**config.mk**
```make
export PLATFORM = sky130hd
export DESIGN_NAME = bus_arbiter
export DESIGN_NICKNAME = d
export VERILOG_FILES = /design/src/rtl/bus_arbiter.sv
export SDC_FILE = /design/constraint.sdc
export NUM_CORES = 1
export LEC_CHECK = 0
export BUFFER_PORTS_ARGS = -buffer_cell sky130_fd_sc_hd__buf_2
export CORE_AREA = 2 2 122 124
export DETAILED_ROUTE_END_ITERATION = 10
export DIE_AREA = 0 0 124 126
export PLACE_DENSITY = 0.65
export SLEW_MARGIN = 15
export SYNTH_ARGS = -nofsm -noshare
export SYNTH_HDL_FRONTEND = slang
export SYNTH_SLANG_ARGS = --single-unit
```
**constraint.sdc**
```tcl
create_clock -name clk -period 5.1 [get_ports clk]
set_input_delay 0.51 -clock clk [delete_from_list [all_inputs] [get_ports clk]]
set_output_delay 0.51 -clock clk [all_outputs]
set_load 0.005 [all_outputs]
```
**src/rtl/bus_arbiter.sv**
```systemverilog
// Two-master (ibus m0, dbus m1) to one-slave bus arbiter with completion watchdog.
// Define BUS_ARB_ROUND_ROBIN_EN for round-robin arbitration; otherwise FIXED_PRIO wins ties.
package bus_arbiter_pkg;
  typedef enum logic {READ = 1'b0, WRITE = 1'b1} ttype_e;
  typedef enum logic [1:0] {BYTE = 2'd0, HALF = 2'd1, WORD = 2'd2} tsize_e;
endpackage

module bus_arbiter
  import bus_arbiter_pkg::*;
#(
  parameter int unsigned FIXED_PRIO     = 1,
  parameter int unsigned TIMEOUT_CYCLES = 256,
  parameter logic [31:0] TIMEOUT_RDATA  = 32'hDEAD_BEEF
) (
  input  logic        clk,
  input  logic        rst_n,
  input  logic        m0_breq,
  input  logic        m0_bstart,
  input  ttype_e      m0_ttype,
  input  tsize_e      m0_tsize,
  input  logic [31:0] m0_addr,
  input  logic [31:0] m0_wdata,
  output logic [31:0] m0_rdata,
  output logic        m0_bdone,
  input  logic        m1_breq,
  input  logic        m1_bstart,
  input  ttype_e      m1_ttype,
  input  tsize_e      m1_tsize,
  input  logic [31:0] m1_addr,
  input  logic [31:0] m1_wdata,
  output logic [31:0] m1_rdata,
  output logic        m1_bdone,
  output logic        s_breq,
  output logic        s_bstart,
  output ttype_e      s_ttype,
  output tsize_e      s_tsize,
  output logic [31:0] s_addr,
  output logic [31:0] s_wdata,
  input  logic [31:0] s_rdata,
  input  logic        s_bdone,
  output logic [1:0]  grant,
  output logic        err_timeout
);

  typedef enum logic [1:0] {IDLE = 2'd0, BUSY0 = 2'd1, BUSY1 = 2'd2} state_e;

  localparam logic [31:0] WD_LAST = 32'((TIMEOUT_CYCLES == 0) ? 0 : TIMEOUT_CYCLES - 1);

  state_e      state;
  state_e      state_nxt;
  logic [31:0] wd_cnt;
  logic        m0_req;
  logic        m1_req;
  logic        busy;
  logic        wd_hit;
  logic        tie_pick1;

  assign m0_req = m0_breq & m0_bstart;
  assign m1_req = m1_breq & m1_bstart;
  assign busy   = (state == BUSY0) || (state == BUSY1);

  // A real s_bdone in the deadline cycle takes precedence over the forced completion.
  assign wd_hit = (TIMEOUT_CYCLES != 0) && busy && (wd_cnt == WD_LAST) && !s_bdone;

`ifdef BUS_ARB_ROUND_ROBIN_EN
  logic last_grant;

  always_ff @(posedge clk) begin
    if (!rst_n) begin
      last_grant <= 1'b1;
    end else if (state == IDLE && state_nxt == BUSY0) begin
      last_grant <= 1'b0;
    end else if (state == IDLE && state_nxt == BUSY1) begin
      last_grant <= 1'b1;
    end
  end

  assign tie_pick1 = ~last_grant;
`else
  assign tie_pick1 = (FIXED_PRIO == 1);
`endif

  always_ff @(posedge clk) begin
    if (!rst_n) begin
      state  <= IDLE;
      wd_cnt <= '0;
    end else begin
      state <= state_nxt;
      // Held at zero in IDLE so every BUSY entry starts counting from zero.
      if (state == IDLE) begin
        wd_cnt <= '0;
      end else begin
        wd_cnt <= wd_cnt + 32'd1;
      end
    end
  end

  always_comb begin
    state_nxt   = state;
    grant       = 2'b00;
    s_breq      = 1'b0;
    s_bstart    = 1'b0;
    s_ttype     = READ;
    s_tsize     = WORD;
    s_addr      = '0;
    s_wdata     = '0;
    m0_bdone    = 1'b0;
    m1_bdone    = 1'b0;
    m0_rdata    = s_rdata;
    m1_rdata    = s_rdata;
    err_timeout = 1'b0;
    case (state)
      IDLE: begin
        if (m0_req && m1_req) begin
          state_nxt = tie_pick1 ? BUSY1 : BUSY0;
        end else if (m0_req) begin
          state_nxt = BUSY0;
        end else if (m1_req) begin
          state_nxt = BUSY1;
        end
      end
      BUSY0: begin
        grant    = 2'b01;
        s_breq   = 1'b1;
        s_bstart = 1'b1;
        s_ttype  = m0_ttype;
        s_tsize  = m0_tsize;
        s_addr   = m0_addr;
        s_wdata  = m0_wdata;
        if (s_bdone || wd_hit) begin
          m0_bdone  = 1'b1;
          state_nxt = IDLE;
        end
        if (wd_hit) begin
          m0_rdata    = TIMEOUT_RDATA;
          err_timeout = 1'b1;
        end
      end
      BUSY1: begin
        grant    = 2'b10;
        s_breq   = 1'b1;
        s_bstart = 1'b1;
        s_ttype  = m1_ttype;
        s_tsize  = m1_tsize;
        s_addr   = m1_addr;
        s_wdata  = m1_wdata;
        if (s_bdone || wd_hit) begin
          m1_bdone  = 1'b1;
          state_nxt = IDLE;
        end
        if (wd_hit) begin
          m1_rdata    = TIMEOUT_RDATA;
          err_timeout = 1'b1;
        end
      end
      default: state_nxt = IDLE;
    endcase
  end

endmodule

```
# Word level (Yosys, flattened, before mapping)
# Cells that the tools add are included.
# totals
ff_bits,34
latchBits,0
ram_bits,0
rom_bits,0
in_bits,173
output_inout_bits,138
elab_cells,40
memories,0
# classes
addsub,1
mul,0
div,0
n_lt_le_gt_ge,0
eq_ne,5
shifts,0
n_mux,19
bitwise,3
reduce_logical,10
# ops
operator,count
one-hot mux 32 bit (2 select lines),2
two-way mux 32 bit,3
adder 32 x 1 -> 32 bit (second input constant),1
== test 32 x 8 -> 1 bit (second input constant),1
one-hot mux 2 bit (2 select lines),3
two-way mux 2 bit,4
two-way mux 1 bit,6
!= test 4 x 3 -> 1 bit (second input constant),1
OR reduction 2 bit,2
logical AND 1 bit,3
AND 1 bit,2
== test 2 x 1 -> 1 bit (second input constant),1
== test 2 bit (second input constant),1
zero test 2 bit,1
logical OR 1 bit,2
!= test 2 x 1 -> 1 bit (second input constant),1
one-hot mux 1 bit (2 select lines),1
AND reduction 2 bit,1
zero test 1 bit,1
NOT 1 bit,1

# Logic depth before layout (Yosys ltp)
# Gate-level depths: netlist of the first run.
# logic_depth
depth_word,7
depth_mapped,8
mapped_depth_nobuf,7

# Least setup slack after synthesis of the first run
# No wires, ideal clock.
# synth_timing
path_kind,reg-to-output
startpoint,register state[0]
endpoint,output m0_rdata[11]
arrival_ns,2.074
required_time_ns,4.590
setup_slack_ns,2.516
path_stages_with_launch,9
path_buffers,1
cell_sequence,dfxtp_1 -> inv_1 -> ha_1 -> nor4b_1 -> nand4_1 -> nor4_4 -> nand2_1 -> clkbuf_1 -> or2b_1
# synth_between
elab_chain_len,6
word_cells_on_any_way,7
classes_between,2 x eq/ne; 2 x mux; 3 x reduce/logical
# synth_rtl
item,line,rtl
"start, declared",49,state_e state;
"start signal, assigned",88,state <= state_nxt;
== test 2 x 1 -> 1 bit or == test 2 bit (tied branches),"60, 112",
logical OR 1 bit,60,assign busy = (state == BUSY0) || (state == BUSY1);
logical AND 1 bit (2 in series),63,assign wd_hit = (TIMEOUT_CYCLES != 0) && busy && (wd_cnt == WD_LAST) && !s_bdone;
two-way mux 32 bit,134,if (wd_hit) begin
two-way mux 32 bit (*),112,case (state)
"end, declared",23,"output logic [31:0] m0_rdata,"
# Every way passes the cells marked *; elsewhere a longest branch is shown, timed or not.

# Worst setup path in the final report of the first run
# layout_timing
startpoint,register state[1]
endpoint,output m0_rdata[22]
# The elaborated chain is that of the path after synthesis.

==> impl_metrics.csv, run 1 <==
group,metric,value,unit
timing,setup_viol,0,
synthesis,yosysSeqAreaShare,21.7,%
synthesis,ys_warn_count,0,
finish,drive_gt1_share,47.5,%
die,initial_core_util,21.9,%
finish,design_area,4960,um2
synthesis,syn_nets,598,
critical_path,path_cells,"inv_1 -> ha_2 -> nand2_1 -> and2_1 -> buf_2",
critical_path,cp-end-kind,"primary output",
clock_tree,cts_made_buffers,5,
outcome,outcome,"finished, final reports clean",
die,dieArea,15600,um2
clock_tree,cts_tree,"built",
routing,routed_wl,14300,um
placed_design,dpl_cell_area,4810,um2
placed_design,io_buffer_count,310,
routing,drc,0,
finish,final_common_cell,"buf_2",
timing,worst_pin_slew,1.07,ns
clock_tree,post_cts_buffers,0,
critical_path,worstPathMaxFanout,54,
power_and_ir_drop,irDropWorstVdd,0.135,mV
routing,top_layer_used,"met4",
clock_tree,cts_resized,0,
global_route,antenna_found_initial,2,
critical_path,critPathArrivalTime,3.00,ns
die,die-width,124,um
timing,slew_headroom,28.8,%
timing,min_period,3.51,ns
global_route,grt_pass1_wl,20100,um
clock_tree,clk_pin_slew,0.05,ns
synthesis,synth_top_cell_area_share,21.7,%
routing,avgRoutedWirePerCell,16.1,um
routing,route.layer.met1.wl,6250,um
routing,firstDrtPassIters,4,
timing,grt_setup_unrepaired,"no",
worst_hold_path,hold_path.class,"reg -> reg",
critical_path,cp.required,4.59,ns
clock_tree,h-tree-depth,2,
finish,nNetsFinal,883,
routing,met3WireLength,1140,um
finish,nFillCells,1570,
placed_design,hpwl,11600,um
synthesis,synth_area_per_cell,7.47,um2
synthesis,synth_cells,419,
die,fp-row-count,44,
critical_path,crit_slowest_cell,"ha_2",
timing,clock_skew,0.00397,ns
timing,hold_violations,0,
critical_path,cpPeakStageDelay,0.90,ns
routing,wl_met2,6810,um
routing,drt_iter0_drc,205,
die,coreArea,14300,um2
routing,drt.antenna.violating_nets,0,
finish,final_cell_mix,"310 x buf_2, 67 x a22oi_1, 67 x nor2b_1",
power_and_ir_drop,cellPowerDensity,176,nW/um2
finish,final_cell_count_no_fill,891,
placed_design,place_congestion,0.854,
routing,vias,4084,
synthesis,synth_area_leaders,"dfxtp_1 22%, a22oi_1 16%, nor2b_1 13%",
clock_tree,clk_path_buf_depth,2,
die,die_h,126,um
timing,fmax,0.285,GHz
job,timing.max_cap.violations,0,
power_and_ir_drop,p_leak,2.42,nW
finish,area_growth,58.5,%
timing,slew_violations,0,
synthesis,netlist_area,3130,um2
clock_tree,root_buffer,"clkbuf_16",
global_route,grt_usage,16.7,%
clock_tree,clock_sinks,34,
timing,min_period_over_period,68.8,%
clock_tree,worstSkewPairLatency,0.28,ns
global_route,grt_pass1_vias,3640,
synthesis,yosysTopAreaCell,"dfxtp_1",
die,io_pins,311,
synthesis,ys_ff_latch,34,
timing,setup-tns-final,0,ns
global_route,grt-ovfl-total,0,
critical_path,start_kind,"flip-flop",
routing,viasPerCell,4.58,
synthesis,yosysUniqueCellTypes,38,
clock_tree,postCtsHoldBufs,0,
critical_path,crit_type,"reg -> out",
placed_design,numPlacedInstances,881,
global_route,grt_start_max_net_pins,73,
[per-layer routing]
| layer | vias to the layer above | global-route usage, % |
|---|---|---|
| met3 | 8 | 4.48 |
| li1 | 2029 | - |
| met4 | 0 | 2.78 |
| met1 | 1880 | 22.0 |
| met5 | - | 0 |
| met2 | 167 | 27.5 |
[per-stage QoR]
step | utilization [%] | total power [mW] | hold slack, ns | worst slack [ns]
floorplan | - | 0.429 | 0.430 | 2.52
global placement | 33.6 | 0.579 | 0.447 | 1.93
detailed placement | 33.6 | 0.581 | 0.461 | 1.84
CTS | 34.6 | 0.883 | 0.472 | 1.56
global route | 34.7 | 0.925 | 0.510 | 1.33
finish | 34.7 | 0.873 | 0.466 | 1.59
[cells in the mapped netlist (all sizes together)]
cell type / n
nor2b: 67
nand2b: 30
buf: 2
a32oi: 1
o211ai: 5
inv: 4
nor2: 30
and3: 7
ha: 6
o32ai: 1
and2: 18
xnor2: 8
nand3: 9
and4: 3
xor2: 15
or3: 1
a31o: 2
mux2i: 1
and2b: 2
a21oi: 3
o31a: 1
nor4b: 1
a22oi: 67
nand4: 11
clkbuf: 33
nor3: 2
nand2: 24
or2b: 20
nor4: 4
dfxtp: 34
or4: 7
[power by group]
part,switching (mW),leakage [nW],internal [mW],total (mW)
registers,0.00240,0.274,0.268,0.271
logic,0.151,2.07,0.152,0.303
clock network,0.106,0.0739,0.193,0.299
[sequential cells by signal (all words and copies together) (netlist names)]
| signal | count |
|---|---|
| state | 2 |
| wd_cnt | 32 |
[area by class of cell]
cell class                      count  area (um2)  area share [%]
Clock buffer                        7         143            2.87
Clock inverter                      1        5.00           0.101
Antenna cell                        2        5.00           0.101
Multi-Input combinational cell    346        2310            46.5
Sequential cell                    34         681            13.7
Inverter                            4        15.0           0.303
Tap cell                          184         230            4.64
Timing Repair Buffer              313        1570            31.7
[path summary, 6_finish.rpt]
kind | slack [ns] | cells past startpoint | start | endpoint
max | 1.59 | 5 | state[1]$_SDFFE_PN0P_ | m0_rdata[22]
min | 0.47 | 1 | wd_cnt[0]$_SDFF_PP0_ | wd_cnt[0]$_SDFF_PP0_
max reg2reg | 2.71 | 6 | wd_cnt[0]$_SDFF_PP0_ | wd_cnt[24]$_SDFF_PP0_
min reg2reg | 0.47 | 1 | wd_cnt[0]$_SDFF_PP0_ | wd_cnt[0]$_SDFF_PP0_
[cells by family after synthesis]
group	Yosys count	share of synthesized area [%]
XOR/XNOR	23	6.44
multiplexers	1	0.320
AO/OA/AOI/OAI	80	19.4
adder cells (fa/ha/maj)	6	2.40
buffers and inverters	39	4.80
AND/OR/NAND/NOR	236	44.9
flip-flops	34	21.7
[worst max-delay path: cells and delay by family (launching register included)]
family | cells | cell delay [ns]
AND/OR/NAND/NOR | 2 | 1.24
adder cells (fa/ha/maj) | 1 | 0.90
flip-flops | 1 | 0.33
buffers and inverters | 2 | 0.24
No activity file was read; power rests on OpenSTA's default activity.
==> run 2: changes to the inputs <==
--- a/config.mk
+++ b/config.mk
@@ -5,11 +5,12 @@
 export SDC_FILE = /design/constraint.sdc
 export NUM_CORES = 1
 export LEC_CHECK = 0
+export ABC_AREA = 1
 export BUFFER_PORTS_ARGS = -buffer_cell sky130_fd_sc_hd__buf_2
-export CORE_AREA = 2 2 122 124
+export CORE_AREA = 2 2 119 121
 export DETAILED_ROUTE_END_ITERATION = 10
-export DIE_AREA = 0 0 124 126
-export PLACE_DENSITY = 0.65
+export DIE_AREA = 0 0 121 123
+export PLACE_DENSITY = 0.72
 export SLEW_MARGIN = 15
 export SYNTH_ARGS = -nofsm -noshare
 export SYNTH_HDL_FRONTEND = slang
==> constraint.sdc (replaced) <==
create_clock -name clk -period 3.21 [get_ports clk]
set_input_delay 0.321 -clock clk [delete_from_list [all_inputs] [get_ports clk]]
set_output_delay 0.321 -clock clk [all_outputs]
set_load 0.005 [all_outputs]
==> impl_metrics.csv, run 2 <==
group,metric,value,unit
finish,final_cell_mix,"310 x buf_2, 279 x nand2_1, 92 x a21oi_1",
placed_design,hpwl,15900,um
clock_tree,cts_tree,"built",
routing,avgRoutedWirePerCell,16.2,um
critical_path,critPathArrivalTime,2.55,ns
critical_path,start_kind,"flip-flop",
placed_design,io_buffer_count,310,
synthesis,netlist_area,3490,um2
clock_tree,post_cts_buffers,0,
synthesis,yosysMostFrequentCell,"nand2_1",
synthesis,synth_adder_area_share,2.15,%
global_route,antenna_found_initial,10,
routing,drc,0,
timing,worst_pin_slew,0.643,ns
routing,wl_met2,8250,um
clock_tree,cts_made_buffers,5,
clock_tree,clk_pin_slew,0.05,ns
timing,grt_setup_unrepaired,"no",
outcome,outcome,"finished, final reports clean",
critical_path,cp-end-kind,"primary output",
timing,setup_viol,0,
synthesis,yosysSeqAreaShare,19.5,%
finish,nFillCells,1544,
power_and_ir_drop,irDropWorstVdd,0.203,mV
global_route,grt-ovfl-total,0,
critical_path,r2r_start,"wd_cnt[16]$_SDFF_PP0_",
clock_tree,clock_sinks,34,
routing,drt_iter0_drc,346,
die,die-width,121,um
synthesis,syn_nets,836,
placed_design,place_congestion,0.928,
critical_path,r2r_cells,7,
synthesis,yosysUniqueCellTypes,31,
finish,final_cell_count_no_fill,1138,
timing,slew_violations,0,
finish,largest-register,"wd_cnt",
global_route,grt_usage,23.0,%
clock_tree,root_buffer,"clkbuf_16",
timing,hold_violations,0,
synthesis,synthSimpleGateAreaFrac,47.2,%
synthesis,synth_compound_area_share,15.4,%
finish,largest_reg_flops,32,
power_and_ir_drop,p_leak,2.85,nW
synthesis,ys_warn_count,0,
synthesis,synth_xor_area_share,1.00,%
critical_path,r2r_slack,1.54,ns
routing,firstDrtPassIters,5,
routing,drt.antenna.violating_nets,0,
die,dieArea,14900,um2
die,coreArea,13600,um2
synthesis,synthArstFlopShare,0,%
power_and_ir_drop,cellPowerDensity,253,nW/um2
clock_tree,h-tree-depth,2,
synthesis,synth_common_cells,"279 x nand2_1, 92 x a21oi_1, 87 x inv_1",
routing,top_layer_used,"met5",
clock_tree,cts_resized,0,
timing,min_period,2.87,ns
synthesis,synth_cells,657,
finish,area_growth,53.4,%
synthesis,synth_area_leaders,"nand2_1 30%, dfxtp_1 20%, a21oi_1 13%",
critical_path,cp.required,2.89,ns
finish,nNetsFinal,1133,
timing,slew_headroom,57.1,%
synthesis,synth_top_family_by_area,"simple AND/OR/NAND/NOR gates",
finish,top_regs,"wd_cnt (32), state (2)",
worst_hold_path,hold_path.class,"in -> reg",
critical_path,rr_endpoint,"wd_cnt[27]$_SDFF_PP0_",
synthesis,synth_top_cell_area_share,30.0,%
clock_tree,clk_path_buf_depth,2,
finish,drive_gt1_share,37.2,%
routing,viasPerCell,4.56,
routing,route.layer.met1.wl,6810,um
timing,setup-tns-final,0,ns
die,fp-row-count,43,
critical_path,crit_type,"reg -> out",
finish,multi_input_area,2300,um2
worst_hold_path,hp-start,"rst_n",
die,die_h,123,um
placed_design,numPlacedInstances,1127,
timing,clock_skew,0.00367,ns
die,initial_core_util,25.6,%
global_route,grt_pass1_vias,4422,
timing,fmax,0.349,GHz
critical_path,worstPathMaxFanout,32,
finish,final_common_cell,"buf_2",
routing,routed_wl,18400,um
synthesis,synth_edf_count,0,
worst_hold_path,min_path_cells,3,
synthesis,ys.flop_type,"dfxtp_1",
worst_hold_path,hold-path-endpoint,"state[0]$_SDFFE_PN0P_",
global_route,grt_pass1_wl,25300,um
synthesis,ys_ff_latch,34,
synthesis,synth_area_per_cell,5.31,um2
routing,met3WireLength,3200,um
finish,seqCellArea,681,um2
synthesis,yosysTopAreaCell,"nand2_1",
synthesis,synth.area.mux_share,0,%
clock_tree,postCtsHoldBufs,0,
die,io_pins,311,
routing,vias,5186,
global_route,grt_start_max_net_pins,37,
job,timing.max_cap.violations,0,
timing,min_period_over_period,89.4,%
clock_tree,worstSkewPairLatency,0.28,ns
## run 2: changes by cell type after synthesis, sizes merged, moves of 16 or more
| cell | change |
|---|---|
| a22oi | -67 |
| or2b | -20 |
| inv | +85 |
| nand2 | +257 |
| and2 | -17 |
| nor2b | -67 |
| a21oi | +89 |
| nand2b | -30 |
| clkbuf | -16 |
| nor2 | +20 |
## run 2: cells by family (layout without fill, tap and decap cells)
group / after synthesis / after routing
other: 0 / 3
XOR/XNOR: 4 / 4
AO/OA/AOI/OAI: 106 / 106
flip-flops: 34 / 34
AND/OR/NAND/NOR: 385 / 385
adder cells (fa/ha/maj): 6 / 6
buffers and inverters: 122 / 420
## run 2: critical path, stage by stage (launching register included)
cell	delay, ns
dfxtp_1	0.38
inv_1	0.10
ha_1	0.41
nand2_1	0.10
nor3_1	0.25
nand2_2	0.11
nor2_4	0.16
nand4_4	0.38
nand2_1	0.19
inv_1	0.05
buf_2	0.12
## run 2: where the power goes
part	internal, mW	leakage, nW	total [mW]	switching, mW
clock	0.307	0.0729	0.493	0.186
sequential	0.425	0.274	0.428	0.00286
combinational	0.188	2.50	0.433	0.244
## run 2: per-stage QoR
step | util, % | power [mW] | cell area, um2 | setup WS [ns] | hold WS (ns)
2_1_floorplan | - | 0.627 | 3490 | 1.25 | 0.418
3_3_place_gp | 38.1 | 0.871 | 5190 | 0.756 | 0.429
3_5_place_dp | 38.1 | 0.872 | 5190 | 0.681 | 0.439
4_1_cts | 39.2 | 1.36 | 5340 | 0.369 | 0.290
5_1_grt | 39.2 | 1.43 | 5340 | 0.0746 | 0.307
6_report | 39.3 | 1.35 | 5350 | 0.341 | 0.293
## run 2: per-layer routing
layer / GRT usage, % / vias to the layer above
li1: - / 2639
met1: 26.1 / 2263
met4: 2.40 / 12
met2: 36.6 / 252
met5: 0 / -
met3: 16.1 / 20
## run 2: cell type report
type	count	share of cell area [%]
tap	180	4.21
sequential	34	12.7
inverter	89	6.25
clock inverter	2	0.234
antenna	3	0.140
clock buffer	6	2.60
timing repair buffer	323	30.8
multi-input combinational	501	43.0
## run 2: worst max path at each step
stage                          startpoint      endpoint  slack (ns)  cells after the start
detailed placement  state[0]$_SDFFE_PN0P_  m0_rdata[22]        0.68                     10
global route        state[0]$_SDFFE_PN0P_  m0_rdata[14]        0.07                     10
finish              state[0]$_SDFFE_PN0P_  m0_rdata[22]        0.34                     10
CTS                 state[0]$_SDFFE_PN0P_  m0_rdata[22]        0.37                     10
floorplan           state[0]$_SDFFE_PN0P_  m0_rdata[14]        1.25                     10
global placement    state[0]$_SDFFE_PN0P_  m0_rdata[22]        0.76                     10
==> run 3: changes to the inputs <==
--- a/config.mk
+++ b/config.mk
@@ -5,12 +5,11 @@
 export SDC_FILE = /design/constraint.sdc
 export NUM_CORES = 1
 export LEC_CHECK = 0
-export ABC_AREA = 1
 export BUFFER_PORTS_ARGS = -buffer_cell sky130_fd_sc_hd__buf_2
-export CORE_AREA = 2 2 119 121
+export CORE_AREA = 2 2 120 122
 export DETAILED_ROUTE_END_ITERATION = 10
-export DIE_AREA = 0 0 121 123
-export PLACE_DENSITY = 0.72
+export DIE_AREA = 0 0 122 124
+export PLACE_DENSITY = 0.68
 export SLEW_MARGIN = 15
 export SYNTH_ARGS = -nofsm -noshare
 export SYNTH_HDL_FRONTEND = slang
==> impl_metrics.csv, run 3 (synthesis gave the netlist of run 1 again) <==
group,metric,value,unit
clock_tree,h-tree-depth,2,
die,dieArea,15100,um2
global_route,grt_pass1_vias,3489,
finish,drive_gt1_share,48.0,%
timing,fmax,0.342,GHz
die,initial_core_util,22.8,%
routing,avgRoutedWirePerCell,15.3,um
critical_path,cp.required,2.89,ns
clock_tree,clk_path_buf_depth,2,
critical_path,cp-end-kind,"primary output",
critical_path,critPathArrivalTime,2.60,ns
die,io_pins,311,
clock_tree,postCtsHoldBufs,0,
clock_tree,cts_made_buffers,5,
routing,viasPerCell,4.56,
global_route,antenna_found_initial,2,
global_route,top_usage_layer,"met2",
timing,setup_viol,0,
routing,drc,0,
critical_path,start_kind,"flip-flop",
critical_path,path_depth,7,
global_route,grt-ovfl-total,0,
clock_tree,root_buffer,"clkbuf_16",
power_and_ir_drop,p_total,1.39,mW
global_route,grt_start_max_net_pins,73,
timing,clock_skew,0.00808,ns
power_and_ir_drop,p_leak,2.46,nW
placed_design,hpwl,11300,um
routing,drt.antenna.violating_nets,0,
clock_tree,clk_pin_slew,0.05,ns
critical_path,r2r_cells,5,
finish,largest-register,"wd_cnt",
global_route,grt_use_met1,21.8,%
finish,final_cell_mix,"310 x buf_2, 67 x a22oi_1, 67 x nor2b_1",
global_route,met3_usage,3.89,%
worst_hold_path,hold_path.class,"in -> reg",
die,die-width,122,um
outcome,outcome,"finished, final reports clean",
critical_path,cpPeakStageDelay,0.52,ns
clock_tree,post_cts_buffers,0,
clock_tree,clock_sinks,34,
finish,final_common_cell,"buf_2",
timing,hold_violations,0,
finish,area_growth,60.8,%
timing,setup-tns-final,0,ns
routing,firstDrtPassIters,4,
placed_design,place_congestion,0.844,
routing,drt_iter0_drc,203,
global_route,grt_usage,16.0,%
timing,worst_pin_slew,0.867,ns
critical_path,crit_slowest_cell,"or4_4",
critical_path,worstPathMaxFanout,24,
timing,min_period_over_period,91.0,%
critical_path,path_cells,"or4_1 -> or4_4 -> nor4_4 -> nand2_2 -> buf_4 -> and2_1 -> buf_2",
finish,nNetsFinal,890,
finish,largest_reg_flops,32,
timing,slew_violations,0,
worst_hold_path,min_path_cells,3,
die,coreArea,13700,um2
timing,slew_headroom,42.2,%
power_and_ir_drop,cellPowerDensity,277,nW/um2
placed_design,io_buffer_count,310,
global_route,grt_pass1_wl,18800,um
routing,routed_wl,13600,um
timing,grt_setup_unrepaired,"no",
routing,vias,4071,
critical_path,cp_top_family,"simple AND/OR/NAND/NOR gates",
critical_path,crit_buf_inv,2,
finish,top_regs,"wd_cnt (32), state (2)",
job,timing.max_cap.violations,0,
global_route,globalRouteMet2Util,25.7,%
critical_path,crit_type,"reg -> out",
power_and_ir_drop,irDropWorstVdd,0.211,mV
clock_tree,worstSkewPairLatency,0.28,ns
clock_tree,cts_tree,"built",
timing,min_period,2.92,ns
clock_tree,cts_resized,0,
die,fp-row-count,43,
finish,utilization,36.7,%
die,die_h,124,um
-- run 3: changes by cell type in the layout (fill, tap and decap cells not counted), moves of 16 or more --
cell	before	now
nand2b_1	0	30
or2b_1	0	20
inv_1	86	4
nor2b_1	0	67
and2_1	1	17
a22oi_1	0	67
nand2_1	279	23
a21oi_1	92	3
-- run 3: stage by stage --
| stage | setup slack (ns) | std cells | cell area, um2 | hold WS, ns |
|---|---|---|---|---|
| 4_1_cts | 0.179 | 892 | 5030 | 0.345 |
| 3_5_place_dp | 0.474 | 884 | 4880 | 0.460 |
| 3_3_place_gp | 0.547 | 884 | 4880 | 0.448 |
| 2_1_floorplan | 0.815 | 419 | 3130 | 0.430 |
| 5_1_grt | 0.0852 | 892 | 5030 | 0.370 |
| 6_report | 0.289 | 893 | 5030 | 0.352 |
-- run 3: power breakdown --
| part | leakage [nW] | switching, mW | internal, mW |
|---|---|---|---|
| Clock | 0.0739 | 0.167 | 0.307 |
| Combinational | 2.11 | 0.236 | 0.252 |
| Sequential | 0.274 | 0.00397 | 0.426 |
-- run 3: path summary, 6_finish.rpt --
kind	startpoint	to	slack [ns]
hold / removal	m0_bstart	state[0]$_SDFFE_PN0P_	0.35
setup / recovery	wd_cnt[10]$_SDFF_PP0_	m0_rdata[22]	0.29
hold reg to reg	wd_cnt[0]$_SDFF_PP0_	wd_cnt[0]$_SDFF_PP0_	0.48
setup reg to reg	wd_cnt[10]$_SDFF_PP0_	state[1]$_SDFFE_PN0P_	0.92
-- run 3: worst min-delay path: stages --
cell and delay [ns]:
buf_2 0.11, nand3_1 0.06, o211ai_1 0.08
-- run 3: layout make-up --
| cell class | instances | area [um2] |
|---|---|---|
| antenna | 1 | 2.50 |
| clock buffer | 7 | 143 |
| clock inverter | 1 | 5.00 |
| fill | 1462 | 8690 |
| inverter | 4 | 15.0 |
| multi-input combinational | 346 | 2310 |
| sequential | 34 | 681 |
| tap | 180 | 225 |
| timing repair buffer | 320 | 1650 |
-- run 3: metal layers --
layer / up-vias / share of wire (%)
li1: 2049 / -
met4: 0 / 1.4
met2: 167 / 47
met5: - / 0
met1: 1840 / 43
met3: 15 / 8.3
